`src/rtl/multi_timer_pkg.sv`:
```
// Shared definitions for the multi-channel countdown timer.
// Holds the channel mode encoding and the default geometry.
package timer_pkg;

   typedef enum logic {
      MODE_ONESHOT  = 1'b0,
      MODE_PERIODIC = 1'b1
   } mode_e;

   localparam int DEF_WIDTH    = 16;
   localparam int DEF_CHANNELS = 4;

   // Index width for n channels, never narrower than one bit
   function automatic int ch_idx_w(input int n);
      return (n > 1) ? $clog2(n) : 1;
   endfunction

endpackage

```
`src/rtl/multi_timer_if.sv`:
```
// Control/status bundle between a timer user (master) and multi_timer (slave).
// Carries the single-channel load request, the stop mask and per-channel status.
interface multi_timer_if
   import timer_pkg::*;
#(
   parameter int WIDTH    = DEF_WIDTH,
   parameter int CHANNELS = DEF_CHANNELS,
   parameter int CH_W     = ch_idx_w(DEF_CHANNELS)
);

   logic                load;
   logic [CH_W-1:0]     load_ch;
   logic [WIDTH-1:0]    load_cycles;
   logic                load_periodic;
   logic [CHANNELS-1:0] stop;
   logic [CHANNELS-1:0] busy;
   logic [CHANNELS-1:0] expired;
   logic                any_busy;

   modport master (
      output load, load_ch, load_cycles, load_periodic, stop,
      input  busy, expired, any_busy
   );

   modport slave (
      input  load, load_ch, load_cycles, load_periodic, stop,
      output busy, expired, any_busy
   );

endinterface

```
`src/rtl/multi_timer_channel.sv`:
```
// One countdown channel: counter, reload value and mode, with a registered
// one-cycle expiry pulse. Priority per edge is reset > stop > load > count.
module timer_channel
   import timer_pkg::*;
#(
   parameter int WIDTH = DEF_WIDTH
) (
   input  logic             clk,
   input  logic             reset_n,
   input  logic             i_load,
   input  logic [WIDTH-1:0] i_cycles,
   input  logic             i_periodic,
   input  logic             i_stop,
   output logic             o_busy,
   output logic             o_expired
);

   logic [WIDTH-1:0] r_cnt;
   logic [WIDTH-1:0] r_reload;
   mode_e            r_mode;
   logic             r_expired;

   logic [WIDTH-1:0] w_cnt_nxt;
   logic [WIDTH-1:0] w_reload_nxt;
   mode_e            w_mode_nxt;
   logic             w_expired_nxt;

   always_comb begin
      w_cnt_nxt     = r_cnt;
      w_reload_nxt  = r_reload;
      w_mode_nxt    = r_mode;
      w_expired_nxt = 1'b0;
      if (i_stop) begin
         w_cnt_nxt  = '0;
         w_mode_nxt = MODE_ONESHOT;
      end else if (i_load) begin
         // A load at count 1 pre-empts the terminal count, so no pulse here
         w_cnt_nxt    = i_cycles;
         w_reload_nxt = i_cycles;
         w_mode_nxt   = i_periodic ? MODE_PERIODIC : MODE_ONESHOT;
      end else if (r_cnt == WIDTH'(1)) begin
         w_expired_nxt = 1'b1;
         w_cnt_nxt     = (r_mode == MODE_PERIODIC) ? r_reload : '0;
      end else if (r_cnt != '0) begin
         w_cnt_nxt = r_cnt - WIDTH'(1);
      end
   end

   always_ff @(posedge clk) begin
      if (!reset_n) begin
         r_cnt     <= '0;
         r_reload  <= '0;
         r_mode    <= MODE_ONESHOT;
         r_expired <= 1'b0;
      end else begin
         r_cnt     <= w_cnt_nxt;
         r_reload  <= w_reload_nxt;
         r_mode    <= w_mode_nxt;
         r_expired <= w_expired_nxt;
      end
   end

   assign o_busy    = (r_cnt != '0);
   assign o_expired = r_expired;

`ifdef FORMAL
   logic r_f_past;

   always_ff @(posedge clk) begin
      if (!reset_n) r_f_past <= 1'b0;
      else          r_f_past <= 1'b1;
   end

   always_comb assert (o_busy == (r_cnt != '0));

   a_load: assert property (@(posedge clk) disable iff (!reset_n)
      (i_load && !i_stop) |=> (r_cnt == $past(i_cycles)) && (r_reload == $past(i_cycles)));

   a_dec: assert property (@(posedge clk) disable iff (!reset_n)
      (!i_load && !i_stop && (r_cnt > WIDTH'(1))) |=> (r_cnt == $past(r_cnt) - WIDTH'(1)));

   a_exp: assert property (@(posedge clk) disable iff (!reset_n)
      (r_f_past && o_expired) |-> ($past(r_cnt) == WIDTH'(1)));
`endif

endmodule

```
`src/rtl/multi_timer.sv`:
```
// Array of independent countdown timers: decodes the single load request,
// fans out the stop mask and reduces busy into any_busy.
module multi_timer
   import timer_pkg::*;
#(
   parameter int WIDTH    = DEF_WIDTH,
   parameter int CHANNELS = DEF_CHANNELS,
   parameter int CH_W     = ch_idx_w(CHANNELS)
) (
   input  logic         clk,
   input  logic         reset_n,
   multi_timer_if.slave bus
);

   logic [CHANNELS-1:0] w_load_vec;
   logic [CHANNELS-1:0] w_busy;
   logic [CHANNELS-1:0] w_expired;

   for (genvar g = 0; g < CHANNELS; g++) begin : g_ch
      // Indices >= CHANNELS match no channel, so such loads fall away
      assign w_load_vec[g] = bus.load && (32'(bus.load_ch) == g);

      timer_channel #(
         .WIDTH(WIDTH)
      ) u_ch (
         .clk       (clk),
         .reset_n   (reset_n),
         .i_load    (w_load_vec[g]),
         .i_cycles  (bus.load_cycles),
         .i_periodic(bus.load_periodic),
         .i_stop    (bus.stop[g]),
         .o_busy    (w_busy[g]),
         .o_expired (w_expired[g])
      );
   end

   assign bus.busy     = w_busy;
   assign bus.expired  = w_expired;
   assign bus.any_busy = |w_busy;

endmodule

```
`src/flat_wrapper.sv`:
```
// flat-port wrapper written by rule: the top's interface ports become plain ports
module multi_timer_flat import timer_pkg::*;
#(
   parameter int WIDTH    = DEF_WIDTH,
   parameter int CHANNELS = DEF_CHANNELS,
   parameter int CH_W     = ch_idx_w(CHANNELS)
)
  (clk, reset_n, bus_load, bus_load_ch, bus_load_cycles, bus_load_periodic, bus_stop, bus_busy, bus_expired, bus_any_busy);
  multi_timer_if #(.WIDTH(WIDTH), .CHANNELS(CHANNELS), .CH_W(CH_W)) bus_i ();
  input  logic clk;
  input  logic reset_n;
  input wire logic [$bits(bus_i.load)-1:0] bus_load;
  input wire logic [$bits(bus_i.load_ch)-1:0] bus_load_ch;
  input wire logic [$bits(bus_i.load_cycles)-1:0] bus_load_cycles;
  input wire logic [$bits(bus_i.load_periodic)-1:0] bus_load_periodic;
  input wire logic [$bits(bus_i.stop)-1:0] bus_stop;
  output wire logic [$bits(bus_i.busy)-1:0] bus_busy;
  output wire logic [$bits(bus_i.expired)-1:0] bus_expired;
  output wire logic [$bits(bus_i.any_busy)-1:0] bus_any_busy;
  assign bus_i.load = bus_load;
  assign bus_i.load_ch = bus_load_ch;
  assign bus_i.load_cycles = bus_load_cycles;
  assign bus_i.load_periodic = bus_load_periodic;
  assign bus_i.stop = bus_stop;
  assign bus_busy = bus_i.busy;
  assign bus_expired = bus_i.expired;
  assign bus_any_busy = bus_i.any_busy;
  multi_timer #(.WIDTH(WIDTH), .CHANNELS(CHANNELS), .CH_W(CH_W)) u_core (.clk(clk), .reset_n(reset_n), .bus(bus_i));
endmodule
```
`config.mk`:
```
export PLATFORM = sky130hd
export DESIGN_NAME = multi_timer_flat
export DESIGN_NICKNAME = d
export VERILOG_FILES = /design/src/rtl/multi_timer_pkg.sv /design/src/rtl/multi_timer_if.sv /design/src/rtl/multi_timer_channel.sv /design/src/rtl/multi_timer.sv /design/src/flat_wrapper.sv
export SDC_FILE = /design/constraint.sdc
export NUM_CORES = 1
export LEC_CHECK = 0
export ABC_AREA = 1
export BUFFER_PORTS_ARGS = -buffer_cell sky130_fd_sc_hd__buf_2
export CAP_MARGIN = 20
export CORE_ASPECT_RATIO = 0.8
export CORE_UTILIZATION = 50
export CTS_CLUSTER_DIAMETER = 40
export CTS_CLUSTER_SIZE = 28
export DETAILED_ROUTE_END_ITERATION = 12
export GPL_ROUTABILITY_DRIVEN = 0
export PLACE_DENSITY_LB_ADDON = 0.2
export SETUP_SLACK_MARGIN = 0.02
export SYNTH_ARGS = -nofsm -noshare
export SYNTH_HDL_FRONTEND = slang
export SYNTH_SLANG_ARGS = --single-unit
```
`constraint.sdc`:
```
create_clock -name clk -period 1.7 [get_ports clk]
set_input_delay 0 -clock clk [delete_from_list [all_inputs] [get_ports clk]]
set_output_delay 0 -clock clk [all_outputs]
set_load 0.02 [all_outputs]
```
Word-level counts from Yosys, hierarchy flattened
Cells that the tools add are included.
- equal/unequal tests: 7
- reduce and logical (&&, ||, !) cells: 26
- bitwise gates (word level): 5
- multiplexer cells: 21
- $add $sub $neg: 4
- operators by type and width (cell ; count):
    2-to-1 mux 16 bit ; 16
    equality test 16 x 1 -> 1 bit (second input constant) ; 4
    nonzero test 16 bit ; 4
    subtractor 16 x 1 -> 16 bit (second input constant) ; 4
    nonzero test 3 bit ; 4
    OR reduction 3 bit ; 4
    AND reduction 2 bit ; 4
    OR reduction 2 bit ; 4
    2-to-1 mux 1 bit ; 5
    inverter 1 bit ; 5
    equality test 2 bit (second input constant) ; 2
    logical AND 1 bit ; 4
    OR reduction 4 bit ; 1
    equality test 2 x 1 -> 1 bit (second input constant) ; 1
    zero test 2 bit ; 1
- register bits: 136

Logic depth before layout (Yosys ltp)
Gate-level depths: netlist (run 1).
- depth after elaboration: 4
- gate-level depth with buffers: 12

Hierarchy
From an unflattened synthesis (run 1), not the netlist that was laid out.
- cell total of the unflattened synthesis: 1387
- area, all modules: 8499.4 um^2
- modules (own cells, without submodules) (module ; area an instance (um^2) ; times used ; cells each):
    timer_channel ; 2114.5 ; 4 ; 344
    multi_timer ; 41.3 ; 1 ; 11

Least setup slack after synthesis (run 1)
Ideal clock, no wire load.
- kind: register to register
- start: register u_core.g_ch[2].u_ch.r_cnt[0]
- end: register u_core.g_ch[2].u_ch.r_cnt[1]
- required time: 1.588 ns
- setup slack: 0.102 ns
- arrival: 1.486 ns
- path buffers: 1
- stages on the path, launching flop included: 13
- period minus slack after synthesis: 1.598 ns
- path through: dfxtp_1 > inv_1 > ha_1 > nand2_1 > inv_1 > nand2_2 > nor2_2 > nand3_1 > nor2_2 > nor2_4 > buf_6 > nand2_1 > nand2_1
- cells in the longest elaborated chain, start to end: 4
- elaborated cells between the ends (all ways): 7
- those cells by class: add/sub (1); eq/ne (1); mux (3); reduce/logical (2)
- ends and longest elaborated chain (element ; RTL line ; text):
    from (decl) ; multi_timer_channel.sv:18 ; logic [WIDTH-1:0] r_cnt;
    from (signal assigned) ; multi_timer_channel.sv:56 ; r_cnt <= w_cnt_nxt;
    subtractor 16 x 1 -> 16 bit ; multi_timer_channel.sv:45 ; w_cnt_nxt = r_cnt - WIDTH'(1);
    2-to-1 mux 16 bit ; multi_timer_channel.sv:44 ; end else if (r_cnt != '0) begin
    2-to-1 mux 16 bit ; multi_timer_channel.sv:41 ; end else if (r_cnt == WIDTH'(1)) begin
    2-to-1 mux 16 bit ; multi_timer_channel.sv:36 ; end else if (i_load) begin
Parallel ways exist; a longest one is shown, timed or not. The select of a mux whose other input is x is not followed.
A chain may end at the register's enable or synchronous reset.

Final worst setup path (run 1)
- start: register u_core.g_ch[2].u_ch.r_cnt[6]
- end: output bus_any_busy
- cells in the longest elaborated chain, start to end: 2
- ends and longest elaborated chain (element ; RTL line ; text):
    nonzero test 16 bit ; multi_timer_channel.sv:63 ; assign o_busy = (r_cnt != '0);
    OR reduction 4 bit ; multi_timer.sv:39 ; assign bus.any_busy = |w_busy;
    to (decl) ; flat_wrapper.sv:19 ; output wire logic [$bits(bus_i.any_busy)-1:0] bus_any_busy;
No other way between the ends.

==> results.md, run 1 <==
* Result of the run: complete, but fails checks
* Violations in the final reports: design-rule violations, negative setup slack
* Largest net degree at the start of global routing at 49
* Cell area after placement at 8284 um2
* Slew @ Worst Pin at 0.9697 ns
* Crit Reg-Reg Endpoint: u_core.g_ch[2].u_ch.r_cnt[3]$_SDFFE_PP0P_
* Aggregate routed wire length at 24.90 mm
* I/O pins at 35
* DP Wirelength at 16.62 mm
* Final-report setup violation count at 15
* Placement Setup Slack at -0.01554 ns
* Final nets at 1356
* Cts bufs inserted at 17
* Crit path launch: u_core.g_ch[2].u_ch.r_cnt[6]$_SDFFE_PP0P_
* Count of placed standard cells including taps at 1426
* Residual antenna-violating net count after detailed routing at 0
* Post-Syn Instances at 1175
* Class of the tightest hold or removal check: input pin to flip-flop
* Vias after detailed routing at 8315
* Count of unresolved DRC violations after routing at 1
* Root Buffer: sky130_fd_sc_hd__clkbuf_16
* Port-buffer cells at 34
* Avg Synthesized Cell Area at 6.398 um2
* Area growth from synthesis to final layout at 32.67%
* Vias per inst at 5.474
* Clk_lat worst skew at 0.43 ns
* Vias in the first global route at 7623
* Worst setup SP type: flip-flop
* Sequential cell area fraction in the yosys report at 0.3622
* Static leakage at 4.686 nW
* Synthesis warning total at 0
* Reported max-cap violation count at 0
* 1st-pass router iterations at 9
* Filler cells at 1211
* Wire length of the first global-routing pass at 38.13 mm
* Core Area at 14490 um2
* Vert. Die Dim at 111.7 um
* Remaining Overflow, GRT at 0
* Fin area at 9973 um2
* Flop and latch count out of synthesis at 136
* Tightest hold margin at 0.03508 ns
* PD cells at 2498 nW/um2
* Final count of hold timing violations at 0
* Number of cells traversed by the worst register-to-register path at 13
* Initial Util at 0.5187
* Share of cells above drive strength 1 at 0.2442
* Crit Path Class: flip-flop to output pin
* Data arrival time of the worst path at 1.85 ns
* Netlist area before placement at 7517 um2
* Non-filler cells in the finished layout at 1519
* Area of the multi-input gates at 4514 um2
* Destination of the critical timing path: bus_any_busy
* Initial antenna violation count at 0
* H-tree lvl count at 4
* Number of buffers between clock root and the deepest sink at 2
* Setup repair after global routing missed its margin: yes
* Placement row count at 39
* Final period demand of the worst path at 1.852 ns
* Synth cell types at 36
* First DRT Iteration DRCs at 898
* Fmax at 540.0 MHz
* Worst reg2reg path startpoint: u_core.g_ch[2].u_ch.r_cnt[8]$_SDFFE_PP0P_
* Floorplan die width at 139.1 um
* TritonCTS clock tree: built
* Max-slew violation total from the final report at 0
* Critical-path maximum fanout at 3
* Total track usage at 0.3136
* Final critical-path setup slack at -0.1518 ns
* Most common cell after layout, fill and taps aside: sky130_fd_sc_hd__nand2_1
* CP Data Required Time at 1.70 ns
* Reg area at 2758 um2
* Sink count of the clock tree at 136
* Slack of the worst reg-to-reg path at -0.04 ns
* Skew final at 0.007502 ns
* Max-slew headroom at 0.3536
* Final clock period utilization by the worst path at 1.089
* Antenna Diode Count at 0
* Die area at 15530 um2
* Reg clk slew, reported paths at 0.06 ns
* Maximum vdd ir drop at 0.001200 V
* Routed length per placed instance at 16.39 um
* Post-synth net total at 1209
* Critical Path Sink Type: output pin
* Commonest cells after routing, fill and taps aside: sky130_fd_sc_hd__nand2_1 (274), sky130_fd_sc_hd__nor2_1 (159), sky130_fd_sc_hd__dfxtp_1 (116)
==> kinds of logic (layout without fill, tap and decap cells) <==
| logic type | Yosys count | after routing | synth area share |
|---|---|---|---|
| compound gates | 192 | 192 | 0.1360 |
| xor+xnor | 24 | 24 | 0.02796 |
| fa+ha+maj | 8 | 8 | 0.01332 |
| buf+inv | 174 | 332 | 0.09521 |
| flops | 136 | 136 | 0.3622 |
| simple gates | 641 | 643 | 0.3653 |
==> sequential cells by signal, indices dropped and copies added (netlist names) <==
register,flops
u_core.g_ch.u_ch.r_reload,64
u_core.g_ch.u_ch.r_cnt,64
u_core.g_ch.u_ch.r_mode,4
u_core.g_ch.u_ch.o_expired,4
==> repair_timing <==
item                                    in CTS  in global routing
cloned                                       1                  2
pin swaps                                   19                 53
gates resized for setup                     39                123
buffers inserted                            17                 25
hold buffers                                21                  0
endpoints found under the setup margin      11                 68
endpoints found under the hold margin       58                  0
==> synth_stat cells, drive strengths merged <==
cell type  count  area (um2)
buf           23       148.9
a21boi         1       7.510
nand4         13       87.58
xnor2          8       70.07
clkbuf        22       82.58
inv          127       476.7
o211ai         3       22.52
nand3b         7       52.55
nand2        293        1112
dfxtp        136        2723
o21bai         2       15.01
o21ai         87       435.4
a21oi         82       410.4
nor2         219       907.1
and2           2       12.51
a211oi        16       120.1
o221a          1       11.26
or2            2       12.52
ha             8       100.1
clkinv         2       7.510
xor2          16       140.1
nor3          16       101.4
nand3         89       460.4
==> where the power goes <==
group / switching (mW) / internal (mW)
clock: 1.46 / 2.46
sequential: 0.786 / 3.96
combinational: 9.25 / 6.99
==> worst min path at each step <==
stage,startpoint,end,slack [ns],cells after the start
floorplan,bus_load_cycles[10],u_core.g_ch[1].u_ch.r_reload[10]$_SDFFE_PN0P_,0.13,2
global placement,bus_stop[2],u_core.g_ch[2].u_ch.r_reload[10]$_SDFFE_PN0P_,0.29,3
detailed placement,bus_stop[2],u_core.g_ch[2].u_ch.r_reload[10]$_SDFFE_PN0P_,0.30,3
CTS,reset_n,u_core.g_ch[2].u_ch.r_reload[0]$_SDFFE_PN0P_,0.02,3
global route,reset_n,u_core.g_ch[2].u_ch.r_reload[3]$_SDFFE_PN0P_,0.06,3
finish,reset_n,u_core.g_ch[2].u_ch.r_reload[0]$_SDFFE_PN0P_,0.04,3
==> per-layer routing <==
layer / up-vias / routed length [um] / track usage
met3: 69 / 1922 / 0.06495
met2: 364 / 11170 / 0.4906
met4: 0 / 701 / 0.1193
met5: - / 0 / 0
li1: 4066 / - / -
met1: 3816 / 11120 / 0.4256
==> layout make-up <==
| type | instances | area share |
|---|---|---|
| clock inverters | 11 | 0.01443 |
| inverters | 129 | 0.04968 |
| repair buffers | 171 | 0.1355 |
| flip-flops and latches | 136 | 0.2765 |
| well taps | 184 | 0.02308 |
| multi-input cells | 867 | 0.4526 |
| clock buffers | 21 | 0.04817 |
==> metrics by stage <==
step	total power [mW]	setup TNS [ns]	util
floorplan	13.30	0	-
global placement	16.95	-0.01766	0.5716
detailed placement	17.05	-0.01554	0.5716
CTS	22.45	-0.2144	0.6480
global route	26.80	-2.459	0.6882
finish	24.91	-0.4473	0.6882
==> critical path, stage by stage, from the launching register on <==
cell	delay, ns
sky130_fd_sc_hd__dfxtp_4	0.35
sky130_fd_sc_hd__nor2_4	0.14
sky130_fd_sc_hd__nand2_2	0.09
sky130_fd_sc_hd__nor2_2	0.15
sky130_fd_sc_hd__and2_4	0.18
sky130_fd_sc_hd__nand3_4	0.09
sky130_fd_sc_hd__nor3_4	0.18
sky130_fd_sc_hd__nand2_1	0.11
sky130_fd_sc_hd__buf_6	0.14
No activity file was read; power rests on OpenSTA's default activity.
==> run 2, diff against run 1 <==
--- a/config.mk
+++ b/config.mk
@@ -14,6 +14,7 @@
 export CTS_CLUSTER_SIZE = 28
 export DETAILED_ROUTE_END_ITERATION = 12
 export GPL_ROUTABILITY_DRIVEN = 0
+export HOLD_SLACK_MARGIN = 0.05
 export PLACE_DENSITY_LB_ADDON = 0.2
 export SETUP_SLACK_MARGIN = 0.02
 export SYNTH_ARGS = -nofsm -noshare
==> results.md, run 2 (same netlist as run 1, synthesis figures left out) <==
* Reported max-cap violation count at 0
* Final period demand of the worst path at 1.842 ns
* Placement Setup Slack at -0.01554 ns
* First DRT Iteration DRCs at 932
* Reg clk slew, reported paths at 0.06 ns
* Commonest cells after routing, fill and taps aside: sky130_fd_sc_hd__nand2_1 (273), sky130_fd_sc_hd__nor2_1 (164), sky130_fd_sc_hd__dfxtp_1 (122)
* Share of cells above drive strength 1 at 0.2371
* Count of unresolved DRC violations after routing at 1
* Die area at 15530 um2
* 1st-pass router iterations at 12
* Cell area after placement at 8284 um2
* Port-buffer cells at 34
* Placement row count at 39
* Worst setup SP type: flip-flop
* Final-report setup violation count at 17
* Remaining Overflow, GRT at 0
* Slew @ Worst Pin at 0.9830 ns
* Crit Path Class: flip-flop to output pin
* Fmax at 542.9 MHz
* Vias in the first global route at 7656
* Largest net degree at the start of global routing at 49
* Non-filler cells in the finished layout at 1521
* Class of the tightest hold or removal check: input pin to flip-flop
* Result of the run: complete, but fails checks
* I/O pins at 35
* DP Wirelength at 16.62 mm
* Antenna Diode Count at 0
* H-tree lvl count at 4
* PD cells at 2495 nW/um2
* Aggregate routed wire length at 24.95 mm
* Number of buffers between clock root and the deepest sink at 2
* Vias per inst at 5.456
* Final nets at 1358
* Root Buffer: sky130_fd_sc_hd__clkbuf_16
* Max-slew headroom at 0.3447
* Final critical-path setup slack at -0.1420 ns
* Data arrival time of the worst path at 1.84 ns
* Wire length of the first global-routing pass at 38.30 mm
* TritonCTS clock tree: built
* Count of placed standard cells including taps at 1426
* CP Data Required Time at 1.70 ns
* Biggest registers after layout: u_core.g_ch.u_ch.r_cnt: 64 flops, u_core.g_ch.u_ch.r_reload: 64 flops
* Core utilization of the finished layout at 0.6867
* Vias after detailed routing at 8299
* Initial Util at 0.5187
* Static leakage at 4.677 nW
* Setup repair after global routing missed its margin: yes
* Final clock period utilization by the worst path at 1.084
* Critical Path Sink Type: output pin
* Skew final at 0.007558 ns
* Sink count of the clock tree at 136
* Max-slew violation total from the final report at 0
* Area growth from synthesis to final layout at 32.39%
* Routed length per placed instance at 16.40 um
* Residual antenna-violating net count after detailed routing at 0
* Core Area at 14490 um2
* Cts bufs inserted at 17
* Total Neg Setup Slack at -0.4435 ns
* Final count of hold timing violations at 0
* Violations in the final reports: design-rule violations, negative setup slack
* Vert. Die Dim at 111.7 um
* Fin area at 9952 um2
* Critical-path maximum fanout at 3
* Maximum vdd ir drop at 0.001200 V
* Initial antenna violation count at 0
* Floorplan die width at 139.1 um
* Clk_lat worst skew at 0.43 ns
* Most common cell after layout, fill and taps aside: sky130_fd_sc_hd__nand2_1
* Total track usage at 0.3151
==> run 2: cell count changes in the layout (fill, tap and decap cells not counted), sizes merged <==
cell | before | now
dlygate4sd3 | 21 | 23
clkinvlp | 2 | 3
inv | 128 | 127
==> run 2: metal layers <==
| metal | routed length (um) | up-vias | global-route usage | part of all wire |
|---|---|---|---|---|
| met5 | 0 | - | 0 | 0 |
| met3 | 2116 | 65 | 0.06753 | 0.085 |
| li1 | - | 4058 | - | - |
| met1 | 11030 | 3820 | 0.4254 | 0.44 |
| met4 | 767 | 0 | 0.1178 | 0.031 |
| met2 | 11030 | 356 | 0.4949 | 0.44 |
==> run 2: path summary, 6_finish.rpt <==
check	startpoint	end	slack (ns)	depth (start not counted)
worst max register to register	u_core.g_ch[2].u_ch.r_cnt[1]$_SDFFE_PP0P_	u_core.g_ch[2].u_ch.r_cnt[12]$_SDFFE_PP0P_	-0.04	12
worst min register to register	u_core.g_ch[0].u_ch.r_reload[14]$_SDFFE_PN0P_	u_core.g_ch[0].u_ch.r_reload[14]$_SDFFE_PN0P_	0.45	2
worst max-delay path	u_core.g_ch[2].u_ch.r_cnt[6]$_SDFFE_PP0P_	bus_any_busy	-0.14	8
worst min-delay path	bus_load_ch[0]	u_core.g_ch[2].u_ch.r_cnt[15]$_SDFFE_PP0P_	0.12	6
==> run 2: power by group <==
part,leakage (nW),switching [mW],internal [mW],total (mW)
registers,1.12,0.761,3.94,4.71
clock network,0.309,1.46,2.46,3.92
logic,3.25,9.29,6.92,16.2
==> run 2: worst max-delay path: stages (launching register included) <==
cell,delay [ns]
sky130_fd_sc_hd__dfxtp_4,0.35
sky130_fd_sc_hd__nor2_4,0.12
sky130_fd_sc_hd__nand2_2,0.08
sky130_fd_sc_hd__nor2_2,0.17
sky130_fd_sc_hd__and2_4,0.19
sky130_fd_sc_hd__nand3_4,0.09
sky130_fd_sc_hd__nor3_4,0.19
sky130_fd_sc_hd__nand2_2,0.08
sky130_fd_sc_hd__buf_6,0.14
==> run 2: timing repair <==
| item | in CTS | in global routing |
|---|---|---|
| gates cloned | 1 | 2 |
| resized for setup | 39 | 110 |
| pin swaps | 19 | 42 |
| buffers inserted | 17 | 23 |
| hold buffers | 24 | 0 |
| endpoints found under the setup margin | 11 | 69 |
| hold endpoints to repair | 92 | 0 |
==> run 2: final cells by class <==
cell class	instances	area (um2)
fillers	1216	4541
inverters	129	496.7
multi-input cells	867	4486
clock inverters	11	143.9
repair buffers	173	1368
clock buffers	21	480.5
well taps	184	230.2
flip-flops and latches	136	2748
==> run 2: per-stage QoR <==
| step | power (mW) | hold WS (ns) |
|---|---|---|
| global route | 26.73 | 0.1310 |
| finish | 24.83 | 0.1231 |
| CTS | 22.45 | 0.1104 |
| detailed placement | 17.05 | 0.2986 |
| global placement | 16.95 | 0.2911 |
| floorplan | 13.30 | 0.1349 |
==> run 3, diff against run 2 <==
--- a/config.mk
+++ b/config.mk
@@ -9,7 +9,7 @@
 export BUFFER_PORTS_ARGS = -buffer_cell sky130_fd_sc_hd__buf_2
 export CAP_MARGIN = 20
 export CORE_ASPECT_RATIO = 0.8
-export CORE_UTILIZATION = 50
+export CORE_UTILIZATION = 55
 export CTS_CLUSTER_DIAMETER = 40
 export CTS_CLUSTER_SIZE = 28
 export DETAILED_ROUTE_END_ITERATION = 12
==> results.md, run 3 (same netlist as run 1, synthesis figures left out) <==
* I/O pins at 35
* Tightest hold margin at 0.1278 ns
* TritonCTS clock tree: built
* Final count of hold timing violations at 0
* Reg clk slew, reported paths at 0.06 ns
* Max-slew violation total from the final report at 0
* Placement row count at 37
* Max-slew headroom at 0.6361
* Result of the run: complete, but fails checks
* Crit Path Class: flip-flop to output pin
* Skew final at 0.01015 ns
* Clk_lat worst skew at 0.43 ns
* Area growth from synthesis to final layout at 31.82%
* Port-buffer cells at 34
* Worst setup SP type: flip-flop
* Static leakage at 4.629 nW
* Crit path launch: u_core.g_ch[1].u_ch.r_cnt[8]$_SDFFE_PP0P_
* 1st-pass router iterations at 6
* Aggregate routed wire length at 25.32 mm
* Count of unresolved DRC violations after routing at 0
* Maximum vdd ir drop at 0.001488 V
* Worst reg2reg path startpoint: u_core.g_ch[3].u_ch.r_cnt[5]$_SDFFE_PP0P_
* Vias in the first global route at 7603
* Final clock period utilization by the worst path at 1.052
* Wire length of the first global-routing pass at 37.72 mm
* Violations in the final reports: negative setup slack
* Data arrival time of the worst path at 1.79 ns
* Fmax at 559.3 MHz
* Switching pwr at 11.72 mW
* Filler cells at 963
* Biggest registers after layout: u_core.g_ch.u_ch.r_cnt: 64 flops, u_core.g_ch.u_ch.r_reload: 64 flops
* DP Wirelength at 16.42 mm
* Overall power after layout at 24.89 mW
* Initial antenna violation count at 0
* Switching portion of total power at 0.4708
* Root Buffer: sky130_fd_sc_hd__clkbuf_16
* Setup repair after global routing missed its margin: yes
* Routed length per placed instance at 16.83 um
* Core Area at 13100 um2
* Number of buffers between clock root and the deepest sink at 2
* Total Neg Setup Slack at -0.1574 ns
* Class of the tightest hold or removal check: input pin to flip-flop
* Proportion of power drawn by the clock network at 0.154
* Total track usage at 0.3448
* Sequential share of power at 0.191
* Sink count of the clock tree at 136
* Vert. Die Dim at 106.6 um
* Antenna Diode Count at 0
* Final critical-path setup slack at -0.08807 ns
* Most common cell after layout, fill and taps aside: sky130_fd_sc_hd__nand2_1
* Final nets at 1351
* Die area at 14140 um2
* Critical Path Sink Type: output pin
* First DRT Iteration DRCs at 1021
* Floorplan die width at 132.7 um
* Cell area after placement at 8160 um2
* Reported max-cap violation count at 0
* Final-report setup violation count at 2
* CP Data Required Time at 1.70 ns
* Cts bufs inserted at 17
* Share of cells above drive strength 1 at 0.2414
* Proportion of power drawn by combinational gates at 0.655
* PD cells at 2512 nW/um2
* Vias per inst at 5.696
* Remaining Overflow, GRT at 0
* Commonest cells after routing, fill and taps aside: sky130_fd_sc_hd__nand2_1 (270), sky130_fd_sc_hd__nor2_1 (165), sky130_fd_sc_hd__dfxtp_1 (115)
* Fin area at 9910 um2
* Largest net degree at the start of global routing at 49
* Critical-path maximum fanout at 4
* H-tree lvl count at 4
* Residual antenna-violating net count after detailed routing at 0
* Startpoint of the tightest hold check path: bus_load_ch[1]
* Cell-internal power at 13.17 mW
* Slew @ Worst Pin at 0.5443 ns
* Final period demand of the worst path at 1.788 ns
* Initial Util at 0.5738
* Vias after detailed routing at 8573
[run 3: what timing repair did]
item | 4_1_cts | 5_1_grt
hold endpoints to repair | 91 | 0
cloned | 0 | 2
pin swaps | 21 | 46
resized for setup | 46 | 126
hold buffers | 23 | 0
setup buffers | 27 | 25
setup endpoints to repair | 34 | 68
[run 3: worst max-delay path, cell delays in order (launching register included)]
cell	delay [ns]
sky130_fd_sc_hd__dfxtp_1	0.36
sky130_fd_sc_hd__nor2_1	0.15
sky130_fd_sc_hd__nand2_1	0.12
sky130_fd_sc_hd__nor2_4	0.14
sky130_fd_sc_hd__nand2_2	0.11
sky130_fd_sc_hd__nor3_4	0.25
sky130_fd_sc_hd__nand2_2	0.08
sky130_fd_sc_hd__buf_6	0.14
[run 3: final cells by class]
class                   count  area [um2]  area share
multi-input cells         867        4501      0.4542
flip-flops and latches    136        2766      0.2792
repair buffers            166        1320      0.1332
inverters                 129       498.0     0.05025
clock buffers              19       432.9     0.04369
well taps                 175       219.0     0.02210
clock inverters            13       172.7     0.01742
[run 3: worst paths after layout]
path	endpoint	slack (ns)	depth (start not counted)
setup / recovery	bus_any_busy	-0.09	7
hold / removal	u_core.g_ch[0].u_ch.r_mode$_SDFFE_PP0P_	0.13	4
setup reg to reg	u_core.g_ch[3].u_ch.r_cnt[13]$_SDFFE_PP0P_	0	11
hold reg to reg	u_core.g_ch[1].u_ch.r_reload[4]$_SDFFE_PN0P_	0.45	2
[run 3: metal layers]
layer	track usage	share of wire	vias up	wire (um)
li1	-	-	4060	-
met1	0.4574	0.41	3918	10500
met2	0.5462	0.45	498	11350
met3	0.08059	0.10	97	2548
met4	0.1256	0.037	0	929
met5	0	0	-	0
[run 3: power by group through the flow]
| stage | combinational (mW) | sequential [mW] | clock [mW] |
|---|---|---|---|
| 2_1_floorplan | 8.87 | 4.43 | 0 |
| 3_5_place_dp | 12.0 | 4.56 | 0 |
| 4_1_cts | 13.7 | 4.58 | 3.81 |
| 6_report | 16.3 | 4.75 | 3.83 |
| 5_1_grt | 17.8 | 4.80 | 4.00 |
| 3_3_place_gp | 11.9 | 4.55 | 0 |
[run 3: per-stage QoR]
stage | cells | worst slack [ns] | utilization
6_report | 1505 | -0.08807 | 0.7564
5_1_grt | 1505 | -0.1577 | 0.7564
4_1_cts | 1483 | -0.1135 | 0.7152
3_5_place_dp | 1402 | -0.05238 | 0.6229
3_3_place_gp | 1402 | -0.04459 | 0.6229
2_1_floorplan | 1175 | 0.1021 | -
